===== config.mk =====
export PLATFORM = sky130hd
export DESIGN_NAME = seg7_scan_decoder
export DESIGN_NICKNAME = d
export VERILOG_FILES = /design/src/rtl/seg7_scan_decoder_pkg.sv /design/src/rtl/seg7_scan_decoder_to_bcd.sv /design/src/rtl/seg7_scan_decoder.sv
export SDC_FILE = /design/constraint.sdc
export NUM_CORES = 1
export LEC_CHECK = 0
export CAP_MARGIN = 0
export CORE_MARGIN = 1.5
export CORE_UTILIZATION = 30
export DETAILED_ROUTE_END_ITERATION = 10
export PLACE_DENSITY = 0.57
export REMOVE_ABC_BUFFERS = 1
export SETUP_SLACK_MARGIN = 0.5
export SYNTH_ARGS = -nofsm -noshare
export SYNTH_HDL_FRONTEND = slang
export SYNTH_SLANG_ARGS = --single-unit

===== constraint.sdc =====
create_clock -name clk -period 2.1 [get_ports clk]
set_clock_uncertainty 0.15 [all_clocks]
set_input_delay 0.315 -clock clk [delete_from_list [all_inputs] [get_ports clk]]
set_output_delay 0.315 -clock clk [all_outputs]
set_load 0.05 [all_outputs]

===== src/rtl/seg7_scan_decoder_pkg.sv =====
`default_nettype none
// +----------------------------------------------------------------------+
// | seg7_scan_decoder_pkg                                                |
// | Segment codes, BCD markers and FSM encoding for the scan decoder.    |
// | Rev 1.0                                                              |
// +----------------------------------------------------------------------+
package seg7_scan_decoder_pkg;

    // Segment codes are g..a, active-high
    localparam logic [6:0] c_SEG_0     = 7'h3F;
    localparam logic [6:0] c_SEG_1     = 7'h06;
    localparam logic [6:0] c_SEG_2     = 7'h5B;
    localparam logic [6:0] c_SEG_3     = 7'h4F;
    localparam logic [6:0] c_SEG_4     = 7'h66;
    localparam logic [6:0] c_SEG_5     = 7'h6D;
    localparam logic [6:0] c_SEG_6     = 7'h7D;
    localparam logic [6:0] c_SEG_7     = 7'h07;
    localparam logic [6:0] c_SEG_8     = 7'h7F;
    localparam logic [6:0] c_SEG_9     = 7'h67;
    localparam logic [6:0] c_SEG_BLANK = 7'h00;

    localparam logic [3:0] c_BCD_BLANK = 4'hF;
    localparam logic [3:0] c_BCD_BAD   = 4'hE;

    localparam logic [1:0] c_ST_IDLE  = 2'd0;
    localparam logic [1:0] c_ST_TRACK = 2'd1;
    localparam logic [1:0] c_ST_HOLD  = 2'd2;

endpackage
`default_nettype wire


===== src/rtl/seg7_scan_decoder_to_bcd.sv =====
`default_nettype none
// +----------------------------------------------------------------------+
// | seg7_to_bcd                                                          |
// | Combinational 7-segment pattern to BCD lookup with bad-pattern flag. |
// | Rev 1.0                                                              |
// +----------------------------------------------------------------------+
module seg7_to_bcd
    import seg7_scan_decoder_pkg::*;
(
    input  logic [6:0] seg,
    output logic [3:0] bcd,
    output logic       bad
);

    always_comb begin
        bcd = c_BCD_BAD;
        bad = 1'b0;
        case (seg)
            c_SEG_0:     bcd = 4'd0;
            c_SEG_1:     bcd = 4'd1;
            c_SEG_2:     bcd = 4'd2;
            c_SEG_3:     bcd = 4'd3;
            c_SEG_4:     bcd = 4'd4;
            c_SEG_5:     bcd = 4'd5;
            c_SEG_6:     bcd = 4'd6;
            c_SEG_7:     bcd = 4'd7;
            c_SEG_8:     bcd = 4'd8;
            c_SEG_9:     bcd = 4'd9;
            c_SEG_BLANK: bcd = c_BCD_BLANK;
            default:     bad = 1'b1;
        endcase
    end

endmodule
`default_nettype wire


===== src/rtl/seg7_scan_decoder.sv =====
`default_nettype none
// +----------------------------------------------------------------------+
// | seg7_scan_decoder                                                    |
// | Recovers per-digit BCD values from a multiplexed 7-segment bus.      |
// | Rev 1.0                                                              |
// +----------------------------------------------------------------------+
module seg7_scan_decoder
    import seg7_scan_decoder_pkg::*;
#(
    parameter int DIGITS     = 4,
    parameter int STABLE_CYC = 4
) (
    input  logic                  clk,
    input  logic                  rst,
    input  logic [6:0]            seg,
    input  logic [DIGITS-1:0]     dig,
    output logic [4*DIGITS-1:0]   bcd,
    output logic [DIGITS-1:0]     dig_valid,
    output logic                  frame_done,
    output logic                  bad_pat,
    output logic                  bad_sel
);

    localparam logic [7:0] c_STABLE = 8'(STABLE_CYC);

    logic [6:0]          r_seg_q;
    logic [DIGITS-1:0]   r_dig_q;
    logic [1:0]          r_state;
    logic [6:0]          r_lat_seg;
    logic [DIGITS-1:0]   r_lat_dig;
    logic [7:0]          r_cnt;
    logic [4*DIGITS-1:0] r_bcd;
    logic [DIGITS-1:0]   r_dig_valid;
    logic [DIGITS-1:0]   r_mask;
    logic                r_frame_done;
    logic                r_bad_pat;
    logic                r_bad_sel;
    logic                r_sel_err_q;

    logic                w_onehot;
    logic                w_sel_err;
    logic                w_same;
    logic [1:0]          w_state_nxt;
    logic [6:0]          w_lat_seg_nxt;
    logic [DIGITS-1:0]   w_lat_dig_nxt;
    logic [7:0]          w_cnt_nxt;
    logic                w_accept;
    logic [DIGITS-1:0]   w_mask_set;
    logic [3:0]          w_dec_bcd;
    logic                w_dec_bad;

    assign w_onehot   = (r_dig_q != '0) && ((r_dig_q & (r_dig_q - DIGITS'(1))) == '0);
    assign w_sel_err  = (r_dig_q != '0) && !w_onehot;
    assign w_same     = (r_seg_q == r_lat_seg) && (r_dig_q == r_lat_dig);
    assign w_mask_set = w_accept ? r_lat_dig : '0;

    // Decoding the latched pattern is safe: on the accept cycle it equals the sample
    seg7_to_bcd u_dec (
        .seg (r_lat_seg),
        .bcd (w_dec_bcd),
        .bad (w_dec_bad)
    );

    always_comb begin
        w_state_nxt   = r_state;
        w_lat_seg_nxt = r_lat_seg;
        w_lat_dig_nxt = r_lat_dig;
        w_cnt_nxt     = r_cnt;
        w_accept      = 1'b0;
        case (r_state)
            c_ST_TRACK: begin
                if (w_same) begin
                    if (r_cnt >= c_STABLE - 8'd1) begin
                        w_cnt_nxt   = c_STABLE;
                        w_accept    = 1'b1;
                        w_state_nxt = c_ST_HOLD;
                    end else begin
                        w_cnt_nxt = r_cnt + 8'd1;
                    end
                end else if (w_onehot) begin
                    w_lat_seg_nxt = r_seg_q;
                    w_lat_dig_nxt = r_dig_q;
                    w_cnt_nxt     = 8'd1;
                end else begin
                    w_cnt_nxt   = 8'd0;
                    w_state_nxt = c_ST_IDLE;
                end
            end
            c_ST_HOLD: begin
                if (!w_same) begin
                    if (w_onehot) begin
                        w_lat_seg_nxt = r_seg_q;
                        w_lat_dig_nxt = r_dig_q;
                        w_cnt_nxt     = 8'd1;
                        w_state_nxt   = c_ST_TRACK;
                    end else begin
                        w_cnt_nxt   = 8'd0;
                        w_state_nxt = c_ST_IDLE;
                    end
                end
            end
            default: begin
                if (w_onehot) begin
                    w_lat_seg_nxt = r_seg_q;
                    w_lat_dig_nxt = r_dig_q;
                    w_cnt_nxt     = 8'd1;
                    w_state_nxt   = c_ST_TRACK;
                end else begin
                    w_cnt_nxt   = 8'd0;
                    w_state_nxt = c_ST_IDLE;
                end
            end
        endcase
    end

    always_ff @(posedge clk) begin
        if (rst) begin
            r_seg_q   <= '0;
            r_dig_q   <= '0;
            r_state   <= c_ST_IDLE;
            r_lat_seg <= '0;
            r_lat_dig <= '0;
            r_cnt     <= 8'd0;
        end else begin
            r_seg_q   <= seg;
            r_dig_q   <= dig;
            r_state   <= w_state_nxt;
            r_lat_seg <= w_lat_seg_nxt;
            r_lat_dig <= w_lat_dig_nxt;
            r_cnt     <= w_cnt_nxt;
        end
    end

    always_ff @(posedge clk) begin
        if (rst) begin
            r_bcd        <= {DIGITS{c_BCD_BLANK}};
            r_dig_valid  <= '0;
            r_mask       <= '0;
            r_frame_done <= 1'b0;
            r_bad_pat    <= 1'b0;
            r_bad_sel    <= 1'b0;
            r_sel_err_q  <= 1'b0;
        end else begin
            for (int i = 0; i < DIGITS; i++) begin
                if (w_accept && r_lat_dig[i]) begin
                    r_bcd[4*i +: 4] <= w_dec_bcd;
                    r_dig_valid[i]  <= 1'b1;
                end
            end
            // A full mask is reported one cycle after it fills, then restarts
            if (&r_mask) begin
                r_frame_done <= 1'b1;
                r_mask       <= w_mask_set;
            end else begin
                r_frame_done <= 1'b0;
                r_mask       <= r_mask | w_mask_set;
            end
            r_bad_pat   <= w_accept && w_dec_bad;
            r_bad_sel   <= w_sel_err && !r_sel_err_q;
            r_sel_err_q <= w_sel_err;
        end
    end

    assign bcd        = r_bcd;
    assign dig_valid  = r_dig_valid;
    assign frame_done = r_frame_done;
    assign bad_pat    = r_bad_pat;
    assign bad_sel    = r_bad_sel;

endmodule
`default_nettype wire


# == Word level (Yosys, flattened, before mapping) ==
# Cells that the tools add are included.
# Widths: inputs -> output; s select.
# classes
add_sub_neg,2
mul,0
n_div,0
magnitude_cmp,1
eq_ne,18
n_shift,0
muxes,25
bitwise,2
reduce_logical,18
# ops
operator,n
$eq 7x7->1 const B,7
$pmux 4 s11,1
$mux 8,3
$mux 7,3
$mux 4,5
$pmux 8 s2,1
$eq 7x3->1 const B,2
$reduce_or 11->1,1
$logic_and 1x1->1,9
$add 8x1->8 const B,1
$ge 8x2->1 const B,1
$mux 2,4
$eq 7x6->1 const B,1
$eq 7x7->1,1
$logic_not 7->1,1
$mux 1,7
$ne 3x3->1 const B,2
$and 4x4->4,1
$eq 4x4->1,1
$logic_not 4->1,1
$ne 2x2->1 const B,2
$or 4x4->4,1
$pmux 2 s2,1
$reduce_and 4->1,1
other kinds (7),8
# totals
register_bits,60
latchBits,0
mem_bits_rw,0
romBits,0
in_bits,13
out_inout_bits,23
mem_count,0

# == Logic depth before layout (Yosys ltp) ==
# logic_depth
word_depth,7
mapped_depth,7
ltp_nobuf,6

# == Modules after synthesis ==
# Synthesis repeated with hierarchy kept, for this count alone.
# unflattened
cells_unflattened,291
hier_area_um2,2762.6
# modules_own_cells
mod,instances,cells_per_inst,area_each_um2
seg7_scan_decoder,1,253,2494.9
seg7_to_bcd,1,38,267.8

# == Worst setup path after synthesis ==
# OpenSTA, ideal clock, no wires.
# synth_path
path_type,register to register
start,reg r_cnt[0]
end,"reg r_bcd[2], in the netlist bcd[2]"
setup_ns,0.143
arrival_time_ns,1.746
t_required_ns,1.807
setup_slack_ns,0.061
path_stages_with_launch,7
synth_period_minus_slack_ns,2.039
path_cell_list,dfxtp_1 -> ha_1 -> or4_1 -> nor2_1 -> nor2_1 -> a311oi_1 -> a31oi_1
# synth_via
elab_chain_cells,5
# synth_lines
element,line_no,source
start: declaration,seg7_scan_decoder.sv:31,logic [7:0] r_cnt;
start signal: assignment,seg7_scan_decoder.sv:130,r_cnt <= w_cnt_nxt;
$ge 8x2->1,seg7_scan_decoder.sv:73,if (r_cnt >= c_STABLE - 8'd1) begin
$mux 1,seg7_scan_decoder.sv:73,
$mux 1,seg7_scan_decoder.sv:72,if (w_same) begin
$mux 1,seg7_scan_decoder.sv:70,case (r_state)
$logic_and 1x1->1,seg7_scan_decoder.sv:145,if (w_accept && r_lat_dig[i]) begin
end signal: assignment,seg7_scan_decoder.sv:136,r_bcd <= {DIGITS{c_BCD_BLANK}};
end signal: indexed assignment,seg7_scan_decoder.sv:146,r_bcd[4*i +: 4] <= w_dec_bcd;
end: declaration,seg7_scan_decoder.sv:32,logic [4*DIGITS-1:0] r_bcd;
# Every way passes these cells.
# A chain may end at the register's enable or synchronous reset.

# == Worst setup path in the final report ==
# layout_path
start,reg r_lat_seg[0]
end,"reg r_bcd[5], in the netlist bcd[5]"
# layout_via
elab_chain_cells,5
elab_cells_between_ends,17
classes_between,eq/ne: 11; mux: 3; reduce/logical: 3
# layout_lines
element,line_no,source
start: declaration,seg7_scan_decoder.sv:29,logic [6:0] r_lat_seg;
start signal: assignment,seg7_scan_decoder.sv:128,r_lat_seg <= w_lat_seg_nxt;
$eq 7x7->1,seg7_scan_decoder.sv:54,assign w_same = (r_seg_q == r_lat_seg) && (r_dig_q == r_lat_dig);
$logic_and 1x1->1,seg7_scan_decoder.sv:54,
$mux 1,seg7_scan_decoder.sv:72,
$mux 1,seg7_scan_decoder.sv:70,
$logic_and 1x1->1,seg7_scan_decoder.sv:145,
# Several ways; a longest one is shown, not always the timed one.

==> results.json <==
{
  "grt_pass1_vias": 2573,
  "io_buffers": 35,
  "globalRoute.totalOverflow": 0,
  "crit_chain": "buf_6, xor2_2, and4b_2, nand3_4, buf_12, nor4_1, a211o_1",
  "synth_top_family_by_area": "simple AND/OR/NAND/NOR gates",
  "p_sw_uw": 754,
  "via_count": 2713,
  "endpoint_kind": "register",
  "p_leak_nw": 1.60,
  "drtPass1Iterations": 4,
  "start_kind": "register",
  "synth_edf_count": 0,
  "slowest_delay_ns": 0.36,
  "seq_area_um2": 1210,
  "io_pins": 36,
  "cts_buffers": 9,
  "synth-compound-area-share_pct": 19.0,
  "setup_viol": 0,
  "finalSetupTns_ns": 0,
  "grt_max_degree": 22,
  "post-dp-hpwl_um": 5340,
  "fin_nets": 414,
  "cts_root_buf": "clkbuf_8",
  "clockPowerShare_pct": 38.4,
  "final_common_cell": "dfxtp_1",
  "synth_fa_ha_area_share_pct": 1.70,
  "swShare_pct": 27.1,
  "syn-mean-instance-area_um2": 9.04,
  "final_core_util_pct": 48.4,
  "drv_cap": 0,
  "finalCritPeriodShare_pct": 96.9,
  "clock-sinks": 60,
  "antenna_found_initial": 0,
  "die_h_um": 99.7,
  "core_um2": 9150,
  "synthMuxAreaShare_pct": 3.57,
  "final_cell_mix": "53 x dfxtp_1, 39 x buf_4, 23 x clkdlybuf4s15_2, 22 x nand2_1, 21 x buf_6",
  "grt_usage_pct": 16.6,
  "synthSimpleGateAreaFrac_pct": 23.2,
  "max_freq_ghz": 0.491,
  "crit_arrival_ns": 2.17,
  "required_ns": 2.23,
  "yosys_most_used_dff": "dfxtp_1",
  "wl_um": 8250,
  "min_period_ns": 2.04,
  "cts_tree": "built",
  "power_mw": 2.78,
  "clock_latency_ns": 0.34,
  "tightest_slew_ns": 0.453,
  "drc_errors": 0,
  "drive_above_1_share_pct": 43.7,
  "async_flop_share_pct": 0,
  "cell_internal_pwr_mw": 2.03,
  "finalHoldViolCount": 0,
  "avgViaCountPerCell": 5.28,
  "n_antenna_cell": 0,
  "dpl.cell_count": 479,
  "yosysSeqAreaShare_pct": 42.8,
  "drtAntennaViolNets": 0,
  "area_growth_pct": 58.1,
  "cp_slowest_cell": "dfxtp_4",
  "multi_input_area_um2": 1880,
  "synth_xor_xnor_area_share_pct": 4.37,
  "hold_path_class": "register to register",
  "power_density_nw_per_um2": 627,
  "fillerInstances": 818,
  "irDropWorstVdd_v": 0.000284,
  "cts_max_level": 3,
  "clockBufferDepth": 2,
  "final_cells": 514,
  "gp_congestion": 0.891,
  "slew_violations": 0,
  "p_seq_share_pct": 43.1,
  "ys_seq_elements": 60,
  "syn_area_um2": 2800,
  "cts.clk_slew.worst_paths_ns": 0.07,
  "post_drt_wl_per_cell_um": 16.0,
  "yosysWarnings": 0,
  "synth_cells": 310,
  "combPwrFrac_pct": 18.5,
  "dieArea_um2": 9940,
  "start_util_pct": 30.6,
  "rows": 35,
  "grt_setup_unrepaired": "true",
  "grt_pass1_wl_um": 12900,
  "drtIter0Drc": 113,
  "crit_type": "register to register",
  "hold_buffers": 0,
  "synthDistinctLibCells": 55,
  "relSlewSlack_pct": 69.5,
  "fp.dieW_um": 99.7,
  "status": "complete, no violations",
  "crit_path_max_fanout": 5
}
[cells by family after synthesis]
logic type | after synthesis
xor gates and xnor gates | 14
DFF | 60
AOI/OAI and AO/OA | 74
buffers and inverters | 32
adders and majority gates | 4
and+or+nand+nor | 116
muxes | 10
[routing by layer]
layer	global-route usage [%]	wire length, um	up-vias
met5	0	0	-
met4	4.66	80	0
met3	4.78	312	8
met2	27.9	4300	69
met1	20.6	3550	1305
li1	-	-	1331
[worst paths after layout]
kind	start	to	slack, ns	cells past startpoint
worst min register to register	r_sel_err_q$_SDFF_PP0_	bad_sel$_SDFF_PP0_	0.25	1
worst max-delay path	r_lat_seg[0]$_SDFFE_PP0P_	bcd[5]$_SDFFE_PP1P_	0.06	7
worst max register to register	r_lat_seg[0]$_SDFFE_PP0P_	bcd[5]$_SDFFE_PP1P_	0.06	7
worst min-delay path	r_sel_err_q$_SDFF_PP0_	bad_sel$_SDFF_PP0_	0.25	1
[sequential cells by signal (all words and copies together), names as in the netlist]
signal,cells
r_lat_seg,7
r_cnt,8
r_mask,4
bad_pat,1
r_lat_dig,4
frame_done,1
r_dig_q,4
dig_valid,4
r_sel_err_q,1
bcd,16
r_state,2
r_seg_q,7
bad_sel,1
[repair_timing]
action                     4_1_cts  5_1_grt
pin swaps                       23       21
buffers inserted                12        5
cloned                           1        1
setup endpoints to repair       69       46
gates resized for setup        125       54
[power by group through the flow]
stage          combinational (mW)  sequential (mW)  clock, mW
2_1_floorplan               0.197             1.23          0
3_3_place_gp                0.368             1.22          0
3_5_place_dp                0.372             1.22          0
4_1_cts                     0.432             1.20       1.08
5_1_grt                     0.551             1.20       1.16
6_report                    0.513             1.20       1.07
[critical path: cells and delay by family (launching register included)]
family,cells,cell delay (ns)
buffers and inverters,2,0.30
AND/OR/NAND/NOR,3,0.83
AO/OA/AOI/OAI,1,0.17
XOR/XNOR,1,0.17
flip-flops,1,0.36
[per-stage QoR]
stage / instance area (um^2) / setup slack [ns] / hold slack, ns
final: 4430 / 0.0647 / 0.245
after global routing: 4430 / -0.00970 / 0.263
after CTS: 4120 / 0.134 / 0.251
after detailed placement: 3520 / -0.0701 / 0.242
after global placement: 3520 / 0.00795 / 0.236
after floorplan: 2700 / -0.0107 / 0.224
[synthesized netlist by cell type (all sizes together), types with 5 or more instances]
master	n	area share [%]
nand3	12	2.3
nand2	22	2.9
a211o	5	1.6
o21a	5	1.3
nor2	20	2.7
a311oi	6	1.9
nand4	6	1.3
a21oi	10	1.8
dfxtp	60	43
nor3	15	3.1
inv	12	1.6
o21ai	6	1.2
a31oi	13	2.9
xor2	6	1.9
mux2i	10	3.6
clkbuf	8	1.1
xnor2	8	2.5
nor2b	11	2.5
a211oi	5	1.3
or3	6	1.5
o31ai	9	2.4
o2111ai	6	1.9
nor4	7	2.1
buf	12	2.6
[cell type report]
| type | count | share of cell area (%) |
|---|---|---|
| clock inverter | 4 | 1.07 |
| clock buffer | 12 | 3.50 |
| inverter | 12 | 1.02 |
| timing repair buffer | 97 | 21.5 |
| sequential | 60 | 27.4 |
| tap | 111 | 3.13 |
| multi-input combinational | 218 | 42.4 |
Note: power is estimated with default switching activity, not from simulation.
